$ cat src/rtl/boot_loader.sv
// rtl/boot_loader.sv - copies an 8-word boot ROM image into RAM, then releases the CPU from reset.
module boot_loader #(
  parameter int          RAM_AW   = 8,
  parameter int unsigned RAM_BASE = 0
) (
  input  logic              clk,
  input  logic              rst,
  input  logic              start,
  output logic              rom_cs,
  output logic              rom_we,
  output logic [2:0]        rom_addr,
  input  logic [15:0]       rom_dout,
  output logic              ram_cs,
  output logic              ram_we,
  output logic [RAM_AW-1:0] ram_addr,
  output logic [15:0]       ram_din,
  output logic              busy,
  output logic              done,
  output logic              cpu_rst,
  output logic [15:0]       csum
);

  localparam logic [1:0] S_IDLE  = 2'd0;
  localparam logic [1:0] S_READ  = 2'd1;
  localparam logic [1:0] S_WRITE = 2'd2;
  localparam logic [1:0] S_DONE  = 2'd3;

  logic [1:0]        r_state;
  logic [2:0]        r_idx;
  logic [15:0]       r_data;
  logic [15:0]       r_csum;
  logic [RAM_AW-1:0] r_ram_addr;
  logic [RAM_AW-1:0] w_ram_base;
  logic [RAM_AW-1:0] w_ram_addr_next;

  assign w_ram_base      = RAM_BASE[RAM_AW-1:0];
  assign w_ram_addr_next = w_ram_base + RAM_AW'(r_idx);

  always_ff @(posedge clk or posedge rst) begin
    if (rst) begin
      r_state    <= S_IDLE;
      r_idx      <= 3'd0;
      r_data     <= 16'h0000;
      r_csum     <= 16'h0000;
      r_ram_addr <= '0;
    end else begin
      case (r_state)
        S_IDLE: begin
          r_state <= S_READ;
          r_idx   <= 3'd0;
          r_csum  <= 16'h0000;
        end
        S_READ: begin
          // ram_addr is registered here so it holds its last value once the copy ends
          r_state    <= S_WRITE;
          r_data     <= rom_dout;
          r_csum     <= r_csum + rom_dout;
          r_ram_addr <= w_ram_addr_next;
        end
        S_WRITE: begin
          if (r_idx == 3'd7) begin
            r_state <= S_DONE;
          end else begin
            r_state <= S_READ;
            r_idx   <= r_idx + 3'd1;
          end
        end
        S_DONE: begin
          if (start) begin
            r_state <= S_READ;
            r_idx   <= 3'd0;
            r_csum  <= 16'h0000;
          end
        end
        default: r_state <= S_IDLE;
      endcase
    end
  end

  assign rom_cs   = (r_state == S_READ);
  assign rom_we   = 1'b0;
  assign rom_addr = r_idx;
  assign ram_cs   = (r_state == S_WRITE);
  assign ram_we   = (r_state == S_WRITE);
  assign ram_addr = r_ram_addr;
  assign ram_din  = r_data;
  assign busy     = (r_state == S_READ) || (r_state == S_WRITE);
  assign done     = (r_state == S_DONE);
  assign cpu_rst  = (r_state != S_DONE);
  assign csum     = r_csum;

endmodule

$ cat config.mk
export PLATFORM = sky130hd
export DESIGN_NAME = boot_loader
export DESIGN_NICKNAME = d
export VERILOG_FILES = /design/src/rtl/boot_loader.sv
export SDC_FILE = /design/constraint.sdc
export NUM_CORES = 1
export LEC_CHECK = 0
export ABC_CLOCK_PERIOD_IN_PS = 2700
export BUFFER_PORTS_ARGS = -buffer_cell sky130_fd_sc_hd__clkbuf_2
export CAP_MARGIN = 20
export CORE_ASPECT_RATIO = 0.75
export CORE_MARGIN = 4
export CORE_UTILIZATION = 45
export CTS_CLUSTER_SIZE = 28
export DETAILED_ROUTE_END_ITERATION = 10
export PLACE_DENSITY = 0.8
export RECOVER_POWER = 25
export SYNTH_ARGS = -nofsm -noshare
export SYNTH_HDL_FRONTEND = slang
export SYNTH_SLANG_ARGS = --single-unit
$ cat constraint.sdc
create_clock -name clk -period 2.7 [get_ports clk]
set_input_delay 0.27 -clock clk [delete_from_list [all_inputs] [get_ports clk]]
set_output_delay 0.27 -clock clk [all_outputs]
set_load 0.02 [all_outputs]
Yosys cells after proc, flatten, opt, wreduce, memory -nomap -nowiden --
Index checks and enable logic that the tools add are counted.
Storage, ports and cells: register bits after elaboration 40, bits of input ports 19, output and inout bits 50, logic and storage cells 28
Cells by class: $add $sub $neg 2, equality and inequality tests 7, mux-type cells 8, reduce and logical (&&, ||, !) cells 6
Operators by type and width (count):
- 16-bit one-hot mux with 3 select lines | 1
- 16-bit adder | 1
- 16-bit two-way mux | 1
- 3-bit one-hot mux with 3 select lines | 1
- 2-bit one-hot mux with 4 select lines | 1
- 3-bit two-way mux | 2
- 2-bit != test (second input constant) | 3
- 3-bit nonzero test | 2
- 2-bit == test (second input constant) | 2
- 2-bit two-way mux | 2
- 3-bit by 1-bit adder with 3-bit output (second input constant) | 1
- 3-bit == test (second input constant) | 1
- 3-bit AND reduction | 1
- 2-bit by 1-bit == test with 1-bit output (second input constant) | 1
- 2-bit logical NOT | 1
- 2-bit AND reduction | 1
- 1-bit logical OR | 1

Logic depth before layout (Yosys ltp) --
Gate-level depths: netlist of run 1.
depth after elaboration 3, depth in mapped cells 10

Least setup slack after synthesis of run 1 --
No wires, ideal clock.
path kind register to register, start register r_csum[0] (netlist: csum[0]), end register r_csum[12] (netlist: csum[12]), library setup time 0.095 ns, arrival 2.143 ns, data required time 2.605 ns, path slack 0.462 ns, cell stages (with the launch flop) 11, path through dfrtp_1 > ha_1 > inv_1 > fa_1 > nor2b_1 > o31a_2 > o21ai_2 > a21oi_1 > o21ai_0 > and3b_1 > o31ai_1
On the way: longest elaborated chain between the ends 2
RTL lines:
- start: declaration | line 31 | logic [15:0] r_csum;
- start signal: assignment | line 57 | r_csum <= r_csum + rom_dout;
- 16-bit adder | line 57
- 16-bit one-hot mux with 3 select lines | line 47 | case (r_state)
Every way passes these cells. A chain may end at the register's enable or synchronous reset.

Final worst setup path of run 1 --
Same ends and word-level chain as after synthesis.

==> metrics.txt, run 1 <==
Switching Share 0.461; antenna diode count 0; register clock-pin slew on the reported worst setup and hold paths 0.08 ns; Tmin final 2.33 ns; Gate power share 0.579; CTS tree built; hold buffers post-CTS 0; area share of xor/xnor cells in the synthesized design 0.0327; number of synthesized flops with an enable pin 0; Port Buf Inserts 62; largest net degree at the start of global routing 41; routing usage on met1 0.214; root buf cell clkbuf_8; Flop pwr share 0.302; number of library cell types mapped by synthesis 45; starting density of the core 0.478; R2R Setup Slk 0.37 ns; Worst setup SP type flop; most frequent cells in the layout 62 x clkbuf_2, 40 x dfrtp_1, 32 x nand2_1; Nets 337; failing checks capacitance limit, slew limit; RSZ-0062 raised after global routing no; Critical R2R Capture csum[12]; worst setup path startpoint csum[0]; yosys warns 0; post-synthesis register bit count 40; Int Pwr 1.81 mW; Worst Setup End Kind flop; Critical R2R Launch csum[0]; Syn Area/Cell 10.4 sq um; Ports 69; Syn-to-layout area delta 18.2%; Static Leak 1.45 nW; CP Cell Sequence ha_1, inv_1, fa_1, nor2b_1, o31a_2, o21ai_2, a21oi_1, o21ai_0, and3b_1, o31ai_1; number of global-route vias before repair 1889; multiplexer share of the synthesized area 0.0977; Final period util 0.863; main flop type after synthesis dfrtp_1; share of synthesized flip-flops with an asynchronous set or reset 1.00; Cell Rows 22; setup_tns 0 ns; DR pass1 iterations 4; antenna violations before repair 0; Synth Cell Area 2410 sq um; post-CTS setup buffers 0; Hold WS 0.220 ns; Final Setup Violations 0; WP data required 2.92 ns; slew of the pin with the lowest slew margin 2.13 ns; Hold Fails Final Rpt 0; CP max stage cell dfrtp_1; Achievable Freq 0.429 GHz; final clock skew 0.00970 ns; TritonCTS Buffers 5; synthesized instance count 231; layer with the highest usage met2; average wire per standard cell 13.7 um; GR Overflow Total 0; first-pass GRT wire length 8.70 mm; Synth Area in Compound Gates 0.181; Seq/Total Area, Yosys 0.416; Critical Path Sink csum[12]; commonest non-fill, non-tap cell in the layout clkbuf_2; global-route met3 utilization 0.0483; r2r worst-path depth 10; largest family of logic cells by synthesized area compound AO/OA/AOI/OAI gates; WS Path Type flop to flop; crit path DAT 2.55 ns; Die Y 71.3 um; Die W 92.5 um; Simple-Gate Fraction of Synth Area 0.101; CP max FO 3; worst-skew pair later-pin latency 0.30 ns; Power Dens Cells 1180 nW/um^2; CTS H-tree lvls 2; Hold Crit Class input pin to flop; DR DRC count 0; Final Wtd Congestion 0.882; vias 1844; Max Cap Violations 1; Psw 1.55 mW; antenna viol nets, final 0; vias per cell 5.00; adder-cell share of the synthesized area 0.117; 1st-iter DRT viols 65; full die area 6600 sq um; core area 5040 sq um; Tot GR Track Use 0.164; final WL 5.07 mm; relative slew slack -0.421; layout cells sized above 1 0.347; GR Util met2 0.261; # resized after CTS 0; delay of the slowest cell on the worst path 0.38 ns; clock power share 0.119; clock sink count 40; Final HPWL DP 3.83 mm; Final Max Slew Viols 41; status complete, but fails checks; maximum clock path buffer count 2; VDD IR max 0.000657 V
-- state kept, by name (all words and copies together) (netlist names) --
signal    cells
ram_addr      3
csum         16
r_state       2
ram_din      16
rom_addr      3
-- critical path, delay by kind of cell, from the launching register on --
| family | cells | cell delay (ns) |
|---|---|---|
| and+or+nand+nor | 2 | 0.38 |
| adders and majority gates | 2 | 0.58 |
| buffers and inverters | 1 | 0.07 |
| AOI/OAI and AO/OA | 5 | 0.83 |
| DFF | 1 | 0.38 |
-- power by group through the flow --
stage	Clock (mW)	Sequential [mW]	Combinational (mW)
after floorplan	0	1.30	1.19
after global placement	0	1.01	1.93
after detailed placement	0	1.03	1.96
after CTS	0.421	1.02	1.97
after global routing	0.444	1.06	2.15
final	0.400	1.02	1.95
-- metal layers --
| layer | vias up | part of all wire |
|---|---|---|
| li1 | 934 | - |
| met2 | 48 | 0.45 |
| met1 | 854 | 0.47 |
| met5 | - | 0 |
| met3 | 8 | 0.073 |
| met4 | 0 | 0.013 |
-- layout make-up --
type | count | area [sq um]
clock buffers | 5 | 68.8
clock inverters | 3 | 18.8
fillers | 459 | 2190
inverters | 11 | 41.3
multi-input cells | 173 | 1300
flip-flops and latches | 40 | 1000
well taps | 72 | 90.1
repair buffers | 65 | 329
-- metrics by stage --
step           cells  cell area (sq um)  total power, mW  setup WS [ns]  utilization
5_1_grt          369               2850             3.65          0.155        0.565
2_1_floorplan    236               2430             2.48          0.462            -
3_5_place_dp     361               2760             3.00          0.396        0.548
6_report         369               2850             3.37          0.369        0.565
4_1_cts          369               2850             3.42          0.365        0.566
3_3_place_gp     361               2760             2.94          0.464        0.548
-- synthesized netlist by cell type (2+ instances only) --
library cell,count,area [sq um]
o211ai_1,2,15.0
a21o_1,7,52.6
o21ai_2,3,26.3
buf_4,7,52.6
nor3b_1,2,15.0
o21ai_0,17,85.1
nand3_1,2,10.0
ha_1,21,263
xnor2_1,4,35.0
inv_1,11,41.3
clkbuf_1,3,11.3
nor2b_1,2,12.5
nand2_1,32,120
a211oi_1,4,30.0
nor2_1,5,18.8
mux2_2,20,225
xor2_1,5,43.8
o31ai_1,5,37.5
buf_6,2,22.5
nand2b_1,2,12.5
a21boi_0,2,15.0
a21oi_1,11,55.1
dfrtp_1,40,1000
-- cell families (layout without fill, tap and decap cells) --
group / after synthesis / in the layout
other: 1 / 6
buffers and inverters: 23 / 84
AND/OR/NAND/NOR: 53 / 53
adder cells (fa/ha/maj): 22 / 22
multiplexers: 21 / 21
AO/OA/AOI/OAI: 62 / 62
flip-flops: 40 / 40
XOR/XNOR: 9 / 9
-- worst min-delay path by stage --
stage	start	endpoint	depth (start not counted)
after detailed placement	rst	ram_din[12]	3
after global placement	rst	ram_din[12]	3
after global routing	rom_dout[10]	ram_din[10]	2
final	rom_dout[9]	ram_din[9]	2
after floorplan	rom_dout[15]	ram_din[15]	1
after CTS	rst	ram_din[10]	3
Power figures use the tool's default switching activity.
==> run 2: changes to the inputs <==
Settings changed: BUFFER_PORTS_ARGS -buffer_cell sky130_fd_sc_hd__clkbuf_2 to -buffer_cell sky130_fd_sc_hd__buf_4.
==> run 2 against run 1 <==
Against the previous run: the flow still finishes with violations (capacitance limit, slew limit); register-to-register slack got worse by 0.05 ns; sequential power barely moved; first-iteration DRC count increased by 6.2%; global-route usage grew 0.18 points; final area rose by 5.1%; fmax is 2.1% lower; non-clock buffer count is the same.
==> metrics.txt, run 2 (synthesis results as in run 1) <==
antenna viol nets, final 0; register clock-pin slew on the reported worst setup and hold paths 0.08 ns; Flop pwr share 0.289; Switching Share 0.441; placed cell count 361; failing checks capacitance limit, slew limit; number of global-route vias before repair 1867; GR Overflow Total 0; Port Buf Inserts 62; final WL 5.28 mm; Power Dens Cells 1180 nW/um^2; Die W 92.5 um; Final Max Slew Viols 41; Die Y 71.3 um; Cell Rows 22; first-pass GRT wire length 8.83 mm; Tot GR Track Use 0.166; antenna violations before repair 0; Nets 337; maximum clock path buffer count 2; commonest non-fill, non-tap cell in the layout buf_4; Ports 69; average wire per standard cell 14.4 um; Final Wtd Congestion 0.829; antenna diode count 0; Psw 1.55 mW; Syn-to-layout area delta 24.3%; largest net degree at the start of global routing 41; core area 5040 sq um; setup_tns 0 ns; CTS H-tree lvls 2; WS Path Type flop to flop; starting density of the core 0.478; vias per cell 5.08; WP data required 2.91 ns; hold buffers post-CTS 0; Final period util 0.882; Int Pwr 1.97 mW; Worst Setup End Kind flop; Static Leak 1.48 nW; status complete, but fails checks; relative slew slack -0.397; final clock skew 0.00958 ns; Max Cap Violations 1; Non-Filler Instances 368; Hold Fails Final Rpt 0; clock power share 0.109; CP max FO 3; Tmin final 2.38 ns; most frequent cells in the layout 63 x buf_4, 40 x dfrtp_1, 32 x nand2_1; # resized after CTS 0; Gate power share 0.602; # fillers 435; vias 1870; crit path DAT 2.59 ns; RSZ-0062 raised after global routing no; root buf cell clkbuf_8; worst-skew pair later-pin latency 0.30 ns; slew of the pin with the lowest slew margin 2.10 ns; clock sink count 40; Achievable Freq 0.420 GHz; VDD IR max 0.000672 V; 1st-iter DRT viols 69; post-CTS setup buffers 0; full die area 6600 sq um; TritonCTS Buffers 5; layout cells sized above 1 0.341; DR pass1 iterations 4; Hold Crit Class input pin to flop; DR DRC count 0; Worst setup SP type flop; Final Setup Violations 0; Final HPWL DP 3.95 mm; CTS tree built
## run 2: cell types whose count changed in the layout (fill, tap and decap cells not counted)
cell      change
clkbuf_4      +1
clkbuf_2     -62
clkinv_4      -1
buf_4        +61
clkinv_2      -1
clkbuf_1      +1
## run 2: layout make-up
cell class	count	area, sq um	area share
Tap cell	72	90.1	0.0301
Clock inverter	1	5.00	0.00167
Clock buffer	6	72.6	0.0243
Timing Repair Buffer	65	484	0.162
Sequential cell	40	1000	0.335
Inverter	11	41.3	0.0138
Multi-Input combinational cell	173	1300	0.434
## run 2: worst max-delay path: stages (launching register included)
cell,delay [ns]
dfrtp_1,0.37
ha_1,0.22
inv_1,0.09
fa_1,0.39
nor2b_1,0.22
o31a_2,0.18
o21ai_2,0.07
a21oi_1,0.24
o21ai_0,0.13
and3b_1,0.19
o31ai_1,0.21
## run 2: layer usage
metal / GRT usage / vias up / share of wire
li1: - / 935 / -
met1: 0.225 / 876 / 0.48
met2: 0.259 / 52 / 0.44
met3: 0.0493 / 7 / 0.068
met4: 0.0445 / 0 / 0.0093
met5: 0 / - / 0
## run 2: path summary, 6_finish.rpt
check,slack [ns],to,cells past startpoint,start
worst max-delay path,0.32,csum[12],10,csum[0]
worst max register to register,0.32,csum[12],10,csum[0]
max in group asynchronous,0.76,csum[4],3,rst
worst min register to register,0.51,ram_din[11],1,ram_din[11]
min in group asynchronous,0.74,ram_din[10],3,rst
worst min-delay path,0.21,ram_din[9],2,rom_dout[9]
## run 2: power by group through the flow
stage | sequential [mW] | combinational [mW] | clock [mW]
2_1_floorplan | 1.30 | 1.19 | 0
3_3_place_gp | 1.02 | 2.09 | 0
3_5_place_dp | 1.03 | 2.13 | 0
4_1_cts | 1.02 | 2.14 | 0.397
5_1_grt | 1.06 | 2.33 | 0.425
6_report | 1.02 | 2.12 | 0.384
## run 2: metrics by stage
| stage | area (sq um) | hold WS (ns) | setup WS [ns] | util | power, mW |
|---|---|---|---|---|---|
| 2_1_floorplan | 2430 | 0.422 | 0.462 | - | 2.48 |
| 3_3_place_gp | 2920 | 0.434 | 0.485 | 0.579 | 3.11 |
| 3_5_place_dp | 2920 | 0.441 | 0.421 | 0.579 | 3.17 |
| 4_1_cts | 3000 | 0.117 | 0.333 | 0.595 | 3.56 |
| 5_1_grt | 2990 | 0.212 | 0.150 | 0.594 | 3.81 |
| 6_report | 2990 | 0.214 | 0.319 | 0.594 | 3.53 |
==> run 3: changes to the inputs <==
Settings changed: ABC_CLOCK_PERIOD_IN_PS 2700 to 2400.
Clock period 2.7 ns to 2.4 ns, I/O delays scaled along.
==> run 3 against run 2 <==
Against the previous run: the run now ends clean; critical path depth stayed put; fmax rose by 4.0%; clock skew increased by 0.00099 ns; flip-flop and latch count stayed put; routed wire length fell by 0.25%; first-iteration DRC count is 7.2% higher; clock-buffer cell count did not move; global-route usage fell by 0.59 points; hold slack lost 0.036 ns; critical endpoint is now csum[10]; largest power group unchanged.
==> metrics.txt, run 3 (synthesis results as in run 1) <==
status finished, final reports clean; post-CTS setup buffers 0; VDD IR max 0.000770 V; GR Util met2 0.257; layout cells sized above 1 0.351; # fillers 436; Syn-to-layout area delta 24.6%; CP max FO 3; TritonCTS Buffers 5; register clock-pin slew on the reported worst setup and hold paths 0.08 ns; Power Dens Cells 1330 nW/um^2; number of global-route vias before repair 1838; Hold Path Stages 2; CTS H-tree lvls 2; Final period util 0.954; Ports 69; most frequent cells in the layout 63 x buf_4, 40 x dfrtp_1, 32 x nand2_1; WP data required 2.60 ns; root buf cell clkbuf_8; Non-Filler Instances 368; Final Max Slew Viols 0; Tot GR Track Use 0.160; CTS tree built; relative slew slack 0.321; maximum clock path buffer count 2; Tmin final 2.29 ns; Cell Area, Placed 2920 sq um; vias per cell 5.21; Worst Setup End Kind flop; antenna violations before repair 0; Hold Crit Class input pin to flop; antenna diode count 0; DR pass1 iterations 4; Die Y 71.3 um; layer with the highest usage met2; core area 5040 sq um; Die W 92.5 um; Achievable Freq 0.437 GHz; average wire per standard cell 14.3 um; vias 1916; multi-input combinational cell area 1300 sq um; largest net degree at the start of global routing 41; 1st-iter DRT viols 74; Worst setup SP type flop; Max Cap Violations 0; GR Overflow Total 0; worst-skew pair later-pin latency 0.30 ns; Final HPWL DP 3.99 mm; full die area 6600 sq um; WS Path Type flop to flop; r2r worst-path depth 10; final WL 5.27 mm; Final Setup Violations 0; commonest non-fill, non-tap cell in the layout buf_4; DR DRC count 0; Port Buf Inserts 62; slew of the pin with the lowest slew margin 1.02 ns; hold buffers post-CTS 0; # resized after CTS 0; worst setup path startpoint csum[0]; starting density of the core 0.478; register area 1000 sq um; Nets 337; Hold Fails Final Rpt 0; Cell Rows 22; Final Wtd Congestion 0.850; post-route cell area 3000 sq um; Static Leak 1.49 nW; HP Start rom_dout[9]; placed cell count 361; global-route met3 utilization 0.0472; crit path DAT 2.49 ns; clock sink count 40; first-pass GRT wire length 8.47 mm; final clock skew 0.0106 ns; Critical R2R Launch csum[0]; antenna viol nets, final 0; routing usage on met1 0.208
==> run 3: cell type report <==
cell class                 count  share of cell area
inverter                      11              0.0138
tap                           72              0.0300
multi-input combinational    173               0.435
sequential                    40               0.334
clock buffer                   6              0.0242
clock inverter                 1             0.00167
timing repair buffer          65               0.162
==> run 3: final timing paths <==
path | end | slack, ns
max | csum[10] | 0.11
min | ram_din[9] | 0.18
max reg2reg | csum[10] | 0.11
min reg2reg | ram_din[12] | 0.51
max in group asynchronous | csum[2] | 1.51
min in group asynchronous | ram_din[10] | 0.26
==> run 3: critical path, cell delays in order, from the launching register on <==
cell	delay (ns)
dfrtp_1	0.37
ha_1	0.21
inv_1	0.07
fa_1	0.40
nor2b_2	0.18
o31a_2	0.16
o21ai_2	0.07
a21oi_2	0.18
o21ai_0	0.14
nor3b_1	0.17
o31ai_1	0.26
==> run 3: per-layer routing <==
metal	up-vias	wire, um	part of all wire
li1	941	-	-
met1	908	2440	0.46
met2	60	2390	0.45
met3	7	383	0.073
met4	0	64	0.012
met5	-	0	0
==> run 3: stage by stage <==
step	worst slack, ns	power (mW)	utilization	hold WS (ns)	TNS [ns]
3_3_place_gp	0.187	3.50	0.579	0.408	0
3_5_place_dp	0.0814	3.57	0.579	0.412	0
5_1_grt	-0.00430	4.26	0.595	0.171	-0.00430
4_1_cts	0.0634	4.01	0.595	0.0877	0
2_1_floorplan	0.162	2.79	-	0.392	0
6_report	0.110	3.98	0.595	0.178	0
==> run 3: power breakdown <==
| part | internal, mW | switching, mW | total [mW] |
|---|---|---|---|
| sequential | 0.960 | 0.189 | 1.15 |
| combinational | 1.06 | 1.34 | 2.40 |
| clock | 0.198 | 0.230 | 0.428 |
| total | 2.22 | 1.76 | 3.98 |
